`config.mk`:
```
export PLATFORM = sky130hd
export DESIGN_NAME = spi_master_multi
export DESIGN_NICKNAME = d
export VERILOG_FILES = /design/src/rtl/spi_master_multi.sv
export SDC_FILE = /design/constraint.sdc
export NUM_CORES = 1
export LEC_CHECK = 0
export CORE_ASPECT_RATIO = 2
export CORE_MARGIN = 2
export CORE_UTILIZATION = 25
export CTS_CLUSTER_DIAMETER = 50
export DETAILED_ROUTE_END_ITERATION = 8
export SLEW_MARGIN = 20
export SYNTH_ARGS = -nofsm -noshare
export SYNTH_HDL_FRONTEND = slang
export SYNTH_SLANG_ARGS = --single-unit
```
`constraint.sdc`:
```
create_clock -name clk_in -period 3.9 [get_ports clk_in]
set_input_delay 0.585 -clock clk_in [delete_from_list [all_inputs] [get_ports clk_in]]
set_output_delay 0.585 -clock clk_in [all_outputs]
set_load 0.02 [all_outputs]
```
`src/rtl/spi_master_multi.sv`:
```
// SPI master with run-time CPOL/CPHA, variable frame length and a start/ready/done handshake.
// One shared bus drives CS_SIZE active-low chip selects; everything runs on clk_in.
module spi_master_multi #(
  parameter int unsigned MAX_SIZE = 40,
  parameter int unsigned CS_SIZE  = 4,
  parameter int unsigned CLK_SIZE = 8,
  parameter int unsigned CS_GAP   = 1
) (
  input  logic                          clk_in,
  input  logic                          reset_n_in,
  input  logic [MAX_SIZE-1:0]           data_in,
  input  logic [$clog2(MAX_SIZE+1)-1:0] frame_len_in,
  input  logic                          cpol_in,
  input  logic                          cpha_in,
  input  logic [CLK_SIZE-1:0]           clk_count_max,
  input  logic [$clog2(CS_SIZE)-1:0]    cs_select_in,
  input  logic                          start_in,
  input  logic                          serial_in,
  output logic [MAX_SIZE-1:0]           data_out,
  output logic                          clk_out,
  output logic                          serial_out,
  output logic [CS_SIZE-1:0]            cs_out_n,
  output logic                          r_ready_out,
  output logic                          r_done_out
);

  localparam int unsigned LW = $clog2(MAX_SIZE + 1);
  localparam int unsigned EW = LW + 1;
  localparam int unsigned SW = $clog2(CS_SIZE);
  localparam int unsigned GW = (CS_GAP > 1) ? $clog2(CS_GAP) : 1;

  typedef enum logic [1:0] {IDLE, SETUP, TRANSFER, HOLD} state_t;

  state_t                state_q, state_d;
  logic [CLK_SIZE-1:0]   cnt_q, cnt_d;
  logic [CLK_SIZE-1:0]   cmax_q, cmax_d;
  logic [GW-1:0]         gap_q, gap_d;
  logic [EW-1:0]         edge_q, edge_d;
  logic [LW-1:0]         len_q, len_d;
  logic                  cpol_q, cpol_d;
  logic                  cpha_q, cpha_d;
  logic [MAX_SIZE-1:0]   tx_q, tx_d;
  logic [MAX_SIZE-1:0]   rx_q, rx_d;
  logic [MAX_SIZE-1:0]   dout_q, dout_d;
  logic [CS_SIZE-1:0]    cs_n_q, cs_n_d;
  logic                  sclk_q, sclk_d;
  logic                  mosi_q, mosi_d;
  logic                  ready_q, ready_d;
  logic                  done_q, done_d;

  logic [LW-1:0]         len_c;
  logic [MAX_SIZE-1:0]   shifted_c;
  logic [CS_SIZE-1:0]    cs_dec_c;
  logic                  tick_c, accept_c, lead_c, last_c, gap_last_c;

  // Clamped length, MSB-aligned transmit word, chip-select decode and event strobes
  always_comb begin
    len_c      = (frame_len_in > LW'(MAX_SIZE)) ? LW'(MAX_SIZE) : frame_len_in;
    shifted_c  = data_in << (MAX_SIZE - 32'(len_c));
    cs_dec_c   = '1;
    for (int i = 0; i < CS_SIZE; i++) begin
      if (cs_select_in == SW'(i)) cs_dec_c[i] = 1'b0;
    end
    tick_c     = (state_q != IDLE) && (cnt_q == cmax_q);
    accept_c   = (state_q == IDLE) && ready_q && start_in;
    lead_c     = ~edge_q[0];
    last_c     = (edge_q + EW'(1)) == {len_q, 1'b0};
    gap_last_c = (gap_q == GW'(CS_GAP - 1));
  end

  // Next-state and output logic
  always_comb begin
    state_d = state_q;
    cnt_d   = (state_q == IDLE || tick_c) ? '0 : cnt_q + CLK_SIZE'(1);
    cmax_d  = cmax_q;
    gap_d   = gap_q;
    edge_d  = edge_q;
    len_d   = len_q;
    cpol_d  = cpol_q;
    cpha_d  = cpha_q;
    tx_d    = tx_q;
    rx_d    = rx_q;
    dout_d  = dout_q;
    cs_n_d  = cs_n_q;
    sclk_d  = sclk_q;
    mosi_d  = mosi_q;
    ready_d = 1'b0;
    done_d  = 1'b0;

    case (state_q)
      IDLE: begin
        ready_d = 1'b1;
        cs_n_d  = '1;
        if (accept_c) begin
          ready_d = 1'b0;
          len_d   = len_c;
          cpol_d  = cpol_in;
          cpha_d  = cpha_in;
          cmax_d  = clk_count_max;
          sclk_d  = cpol_in;
          rx_d    = '0;
          edge_d  = '0;
          gap_d   = '0;
          if (len_c == '0) begin
            done_d = 1'b1;
          end else begin
            state_d = SETUP;
            cs_n_d  = cs_dec_c;
            // cpha=0 presents the first bit before the leading edge
            if (!cpha_in) begin
              mosi_d = shifted_c[MAX_SIZE-1];
              tx_d   = shifted_c << 1;
            end else begin
              tx_d   = shifted_c;
            end
          end
        end
      end

      SETUP: begin
        if (tick_c) begin
          if (gap_last_c) begin
            gap_d   = '0;
            state_d = TRANSFER;
          end else begin
            gap_d = gap_q + GW'(1);
          end
        end
      end

      TRANSFER: begin
        if (tick_c) begin
          sclk_d = ~sclk_q;
          edge_d = edge_q + EW'(1);
          if (lead_c ^ cpha_q) rx_d = {rx_q[MAX_SIZE-2:0], serial_in};
          if (cpha_q ? lead_c : (!lead_c && !last_c)) begin
            mosi_d = tx_q[MAX_SIZE-1];
            tx_d   = tx_q << 1;
          end
          if (last_c) state_d = HOLD;
        end
      end

      HOLD: begin
        sclk_d = cpol_q;
        if (tick_c) begin
          if (gap_last_c) begin
            gap_d   = '0;
            state_d = IDLE;
            cs_n_d  = '1;
            dout_d  = rx_q;
            done_d  = 1'b1;
          end else begin
            gap_d = gap_q + GW'(1);
          end
        end
      end

      default: state_d = IDLE;
    endcase
  end

  always_ff @(posedge clk_in or negedge reset_n_in) begin
    if (!reset_n_in) begin
      state_q <= IDLE;
      cnt_q   <= '0;
      cmax_q  <= '0;
      gap_q   <= '0;
      edge_q  <= '0;
      len_q   <= '0;
      cpol_q  <= 1'b0;
      cpha_q  <= 1'b0;
      tx_q    <= '0;
      rx_q    <= '0;
      dout_q  <= '0;
      cs_n_q  <= '1;
      sclk_q  <= 1'b0;
      mosi_q  <= 1'b0;
      ready_q <= 1'b1;
      done_q  <= 1'b0;
    end else begin
      state_q <= state_d;
      cnt_q   <= cnt_d;
      cmax_q  <= cmax_d;
      gap_q   <= gap_d;
      edge_q  <= edge_d;
      len_q   <= len_d;
      cpol_q  <= cpol_d;
      cpha_q  <= cpha_d;
      tx_q    <= tx_d;
      rx_q    <= rx_d;
      dout_q  <= dout_d;
      cs_n_q  <= cs_n_d;
      sclk_q  <= sclk_d;
      mosi_q  <= mosi_d;
      ready_q <= ready_d;
      done_q  <= done_d;
    end
  end

  // SCLK follows the live CPOL input while idle so the idle level tracks mode changes
  assign clk_out     = (state_q == IDLE) ? (cpol_in & reset_n_in) : sclk_q;
  assign serial_out  = mosi_q;
  assign cs_out_n    = cs_n_q;
  assign data_out    = dout_q;
  assign r_ready_out = ready_q;
  assign r_done_out  = done_q;

endmodule

```
==> impl_metrics.json, run 1 <==
{
  "status": "complete, no violations",
  "path_class": "in -> reg",
  "seq_area_frac_synth_pct": 39.7,
  "drt_iter0_markers": 435,
  "max_cap_violations": 0,
  "min_period_over_period_pct": 96.1,
  "track_usage_pct": 17.7,
  "layout.nets": 1417,
  "report.final.slew_viol_count": 0,
  "async_flop_share_pct": 100,
  "final_area_um2": 13500,
  "start_kind": "primary input",
  "num_antenna_cells": 0,
  "synth_flop_cell": "dfrtp_1",
  "via_per_inst": 5.23,
  "io_pins": 110,
  "min-delay-path-class": "in -> async",
  "die_w_um": 147,
  "critical_path_required_ns": 4.26,
  "numCtsBuffers": 17,
  "root_buffer": "clkbuf_16",
  "synth-seq-cells": 161,
  "drc": 0,
  "clk_pin_slew_ns": 0.08,
  "avgSynthCellArea_um2": 8.88,
  "dr.pass1.iters": 7,
  "rsz0062_at_grt": "no",
  "row_count": 104,
  "slew_headroom_pct": 46.2,
  "grt_pass1_wl_um": 58000,
  "fmax_ghz": 0.267,
  "drive_gt1_share_pct": 22.1,
  "final.setup.tns_ns": 0,
  "cts-resized-gates": 0,
  "initial_utilization_pct": 25.3,
  "clockBufferDepth": 2,
  "port_buffers": 109,
  "vias": 9883,
  "overflow": 0,
  "grt_pass1_vias": 10300,
  "yosys_warnings": 0,
  "routabilityCongestion": 0.994,
  "total_power_mw": 6.33,
  "ctsHtreeMaxLevel": 4,
  "final_core_util_pct": 33.6,
  "syn_to_final_growth_pct": 32.7,
  "syn_inst": 1146,
  "reg2reg_from": "edge_q[0]",
  "die-area_um2": 42400,
  "finalSetupViolations": 0,
  "grt_max_degree": 81,
  "synth-edff-count": 0,
  "clock_latency_ns": 0.44,
  "die_h_um": 289,
  "syn_area_um2": 10200,
  "core_um2": 40200,
  "ir_worst_vdd_mv": 0.293,
  "yosys.cell_types.count": 78,
  "leakage_nw": 5.68,
  "place_hpwl_um": 29600,
  "synth_largest_area_cell": "dfrtp_1",
  "worstPathArrival_ns": 4.10,
  "hold_violations": 0,
  "cts_sinks": 161,
  "synth_top_area_share_pct": 38.4,
  "syn_nets": 1216,
  "rrSetupSlack_ns": 0.63,
  "fin_crit_ns": 3.75,
  "crit_fanout": 14,
  "postCtsHoldBufs": 0,
  "wire_per_inst_um": 19.8,
  "cts_tree": "built",
  "worst_setup_path_end_kind": "register",
  "place_area_um2": 12900,
  "drt-total-wl_um": 37300,
  "tightest_slew_ns": 0.802,
  "ant_nets": 0,
  "crit_path_start": "frame_len_in[4]",
  "antenna_found_initial": 0,
  "postCtsSetupBuffers": 0,
  "pwr_density_cell_nw_per_um2": 469,
  "finalClockSkew_ns": 0.0147,
  "netlist_top_cells_area": "dfrtp_1, nand2_1, mux2_2"
}
## through the flow
stage	setup WS (ns)	hold WS [ns]	instances
3_5_place_dp	-0.288	0.472	1858
3_3_place_gp	-0.265	0.466	1858
6_report	0.152	0.0571	1890
2_1_floorplan	0.0146	0.289	1146
4_1_cts	0.175	0.0412	1890
5_1_grt	0.0113	0.0626	1890
## power by group
group | leakage (nW) | switching (mW) | total, mW | internal [mW]
clock | 0.278 | 0.758 | 1.68 | 0.917
sequential | 2.16 | 0.227 | 2.21 | 1.99
combinational | 3.24 | 1.39 | 2.44 | 1.05
total | 5.68 | 2.37 | 6.33 | 3.96
## synthesized netlist by cell type (6+ instances only)
library cell    n
o21ai_1        10
mux4_2         10
nand4_1         8
nand3_1        38
nor3_1         19
a221oi_1       13
a21oi_1        55
mux2_2         61
buf_1          10
mux2i_1        23
nor4_1          7
or3_1           6
a2bb2oi_1       7
ha_1            8
nand2_1       190
o31ai_1         8
nand2b_1       11
clkbuf_1       53
dfrtp_1       156
a211oi_1        7
o221ai_1       23
a31oi_1        10
a22o_1         20
xor2_1         15
xnor2_1         8
nor2_1         72
o211ai_1       19
a22oi_1        21
buf_2          21
a21o_1          6
and3_1          9
inv_1          17
o21ai_0       104
o22ai_1        14
nor2b_1         7
## worst paths after layout
check | endpoint | cells after the start
max in group asynchronous | data_out[10] | 2
min in group clk_in | tx_q[0] | 2
worst min-delay path | edge_q[2] | 1
worst min register to register | tx_q[0] | 2
worst max register to register | tx_q[19] | 10
worst max-delay path | tx_q[21] | 16
## area by class of cell
class | instances | area (µm²)
multi-input cells | 879 | 5730
fillers | 4129 | 26700
flip-flops and latches | 161 | 4040
clock buffers | 18 | 439
clock inverters | 14 | 145
inverters | 17 | 63.8
well taps | 530 | 663
repair buffers | 271 | 2420
## cell families after synthesis
family	Yosys count	share of synthesized area, %
flip-flops	161	39.7
XOR/XNOR	25	2.30
adder cells (fa/ha/maj)	8	0.984
AO/OA/AOI/OAI	373	25.1
AND/OR/NAND/NOR	378	16.2
buffers and inverters	106	4.43
multiplexers	95	11.3
## critical path, cell delays in order
cell             delay, ns
clkdlybuf4s50_1       0.52
o21a_2                0.17
nor2_2                0.04
inv_1                 0.07
ha_1                  0.38
o211ai_2              0.19
o21ai_2               0.33
buf_4                 0.26
a22oi_1               0.09
a21oi_1               0.33
mux2i_1               0.16
buf_4                 0.17
o21ai_1               0.32
a21oi_1               0.18
buf_4                 0.17
o21ai_0               0.12
## flip-flops by register name, summed over array words and instances (netlist names), 2 cells and up
signal    flops
edge_q        7
tx_q         40
state_q       2
data_out     40
rx_q         40
cnt_q         8
cmax_q        8
cs_out_n      4
len_q         6
## cells in the final DEF, fill, tap and decap left out, types with 7 or more instances in the layout
cell type / synthesis / routed
a2bb2oi_1: 7 / 7
mux2_2: 61 / 61
nor3_1: 19 / 19
buf_12: 0 / 9
nand4_1: 8 / 8
xor2_1: 15 / 15
o21ai_0: 104 / 102
xnor2_1: 8 / 8
o22ai_1: 14 / 14
mux4_2: 10 / 10
nand2b_1: 11 / 11
a21oi_1: 55 / 55
nor4_1: 7 / 7
mux2i_1: 23 / 23
buf_4: 3 / 153
nor2b_1: 7 / 7
a22oi_1: 21 / 21
inv_1: 17 / 17
nand3_1: 38 / 38
nand2_1: 190 / 189
dfrtp_1: 156 / 156
o211ai_1: 19 / 19
a22o_1: 20 / 20
ha_1: 8 / 7
a221oi_1: 13 / 13
clkbuf_16: 0 / 17
and3_1: 9 / 9
o21ai_1: 10 / 10
o31ai_1: 8 / 8
a31oi_1: 10 / 9
o221ai_1: 23 / 23
nor2_1: 72 / 71
clkdlybuf4s50_1: 0 / 108
## metal layers
metal / routed length (µm) / GRT usage [%] / share of wire (%) / up-vias
li1: - / - / - / 4648
met1: 12200 / 15.7 / 33 / 4793
met2: 20800 / 34.9 / 56 / 300
met3: 1030 / 2.31 / 2.8 / 142
met4: 3250 / 14.8 / 8.7 / 0
met5: 0 / 0 / 0 / -
No activity file was read; power rests on OpenSTA's default activity.
==> run 2: changes to the inputs <==
--- a/config.mk
+++ b/config.mk
@@ -7,5 +7,4 @@
 export LEC_CHECK = 0
 export CORE_ASPECT_RATIO = 2
-export CORE_MARGIN = 2
 export CORE_UTILIZATION = 25
 export CTS_CLUSTER_DIAMETER = 50
==> constraint.sdc (replaced) <==
create_clock -name clk_in -period 3.9 [get_ports clk_in]
set_input_delay 0.78 -clock clk_in [delete_from_list [all_inputs] [get_ports clk_in]]
set_output_delay 0.78 -clock clk_in [all_outputs]
set_load 0.02 [all_outputs]
==> run 2 against run 1 <==
Final cell count is 0.90% higher. Combinational power rose by 3%. First-iteration DRC count decreased by 8.3%. Highest routed layer unchanged.
==> impl_metrics.json, run 2 (synthesis results as in run 1) <==
{
  "switchingPower_mw": 2.42,
  "path_class": "in -> reg",
  "track_usage_pct": 18.7,
  "ant_nets": 0,
  "fin_crit_ns": 3.76,
  "drt-total-wl_um": 37400,
  "ctsHtreeMaxLevel": 4,
  "drc": 0,
  "slew_headroom_pct": 45.0,
  "dr.pass1.iters": 6,
  "core_um2": 40200,
  "clk_pin_slew_ns": 0.08,
  "finalSetupViolations": 0,
  "die_w_um": 145,
  "syn_to_final_growth_pct": 34.8,
  "grt_max_degree": 81,
  "max_cap_violations": 0,
  "rsz0062_at_grt": "no",
  "grt_pass1_vias": 10300,
  "ir_worst_vdd_mv": 0.303,
  "final_common_cell": "nand2_1",
  "pwr_density_cell_nw_per_um2": 463,
  "numCtsBuffers": 17,
  "min-delay-path-class": "in -> async",
  "total_power_mw": 6.35,
  "rrSetupSlack_ns": 0.72,
  "seq_power_share_pct": 34.7,
  "layout.nets": 1434,
  "num_antenna_cells": 0,
  "leakage_nw": 5.78,
  "status": "complete, no violations",
  "port_buffers": 109,
  "vias": 9955,
  "finalClockSkew_ns": 0.0169,
  "critical_path_required_ns": 4.21,
  "pwr-share-clk_pct": 25.7,
  "drt_iter0_markers": 399,
  "min_period_over_period_pct": 96.3,
  "die_h_um": 287,
  "p_comb_share_pct": 39.6,
  "io_pins": 110,
  "tightest_slew_ns": 0.826,
  "root_buffer": "clkbuf_16",
  "final_core_util_pct": 34.1,
  "wire_per_inst_um": 19.6,
  "final_cell_mix": "nand2_1, buf_4, dfrtp_1",
  "antenna_found_initial": 0,
  "initial_utilization_pct": 25.3,
  "worst_setup_path_end_kind": "register",
  "fmax_ghz": 0.266,
  "row_count": 104,
  "report.final.slew_viol_count": 0,
  "cts_tree": "built",
  "overflow": 0,
  "routabilityCongestion": 0.976,
  "drive_gt1_share_pct": 24.0,
  "clock_latency_ns": 0.44,
  "postCtsHoldBufs": 0,
  "via_per_inst": 5.22,
  "cts_sinks": 161,
  "crit_fanout": 11,
  "worstPathArrival_ns": 4.06,
  "intPower_mw": 3.93,
  "hold_violations": 0,
  "grt_pass1_wl_um": 57900,
  "start_kind": "primary input",
  "clockBufferDepth": 2,
  "place_hpwl_um": 29400,
  "die-area_um2": 41600,
  "swShare_pct": 38.1
}
==> run 2: layer usage <==
metal  vias to the layer above  routed length [µm]  GRT usage [%]
li1                       4674                   -              -
met1                      4796               12000           16.5
met2                       343               20800           35.7
met3                       142                1170           2.33
met4                         0                3520           16.6
met5                         -                   0              0
==> run 2: power groups by stage <==
stage	registers [mW]	logic [mW]	clock network, mW
4_1_cts	2.20	2.49	1.70
3_5_place_dp	2.23	2.48	0
2_1_floorplan	2.19	1.42	0
3_3_place_gp	2.22	2.44	0
5_1_grt	2.24	2.73	1.77
6_report	2.20	2.51	1.63
==> run 2: path summary, 6_finish.rpt <==
path                            startpoint           end  cells after the start
setup reg to reg                  cnt_q[2]      tx_q[28]                     10
hold / removal                  reset_n_in     cmax_q[4]                      1
hold reg to reg                   rx_q[39]      rx_q[39]                      2
setup / recovery           frame_len_in[4]      tx_q[39]                     17
max in group asynchronous       reset_n_in  data_out[10]                      2
min in group clk_in               rx_q[39]      rx_q[39]                      2
==> run 2: through the flow <==
step                      area (µm²)  hold slack [ns]  std cells  setup TNS, ns  setup WS, ns
after floorplan                10200            0.446       1146              0       0.00539
after global placement         13000            0.462       1872          -9.38        -0.850
after detailed placement       13000            0.469       1872          -9.88        -0.875
after CTS                      13600            0.230       1904              0        0.0104
after global routing           13700            0.241       1907              0      0.000355
final                          13700            0.243       1907              0         0.144
==> run 2: critical path: stages <==
cell,delay [ns]
clkdlybuf4s50_1,0.42
buf_4,0.15
o21ai_2,0.14
nand2_1,0.10
ha_2,0.21
buf_12,0.14
nand2b_1,0.15
o211ai_1,0.27
buf_4,0.18
buf_2,0.21
nand2_1,0.15
o22ai_1,0.16
or2_2,0.17
o22ai_1,0.08
buf_4,0.17
a2111oi_4,0.45
o31ai_1,0.12
==> run 2: cell type report <==
cell class / count / area [µm²]
Fill cell: 4168 / 26500
Multi-Input combinational cell: 879 / 5820
Sequential cell: 161 / 4040
Timing Repair Buffer: 288 / 2560
Tap cell: 530 / 663
Clock buffer: 17 / 425
Clock inverter: 15 / 141
Inverter: 17 / 63.8
==> run 2: repair_timing <==
item	in CTS	in global routing
pin swaps	1	4
resized for setup	3	14
buffers inserted	0	2
endpoints found under the setup margin	2	13
cloned	0	1
endpoints found under the hold margin	0	0
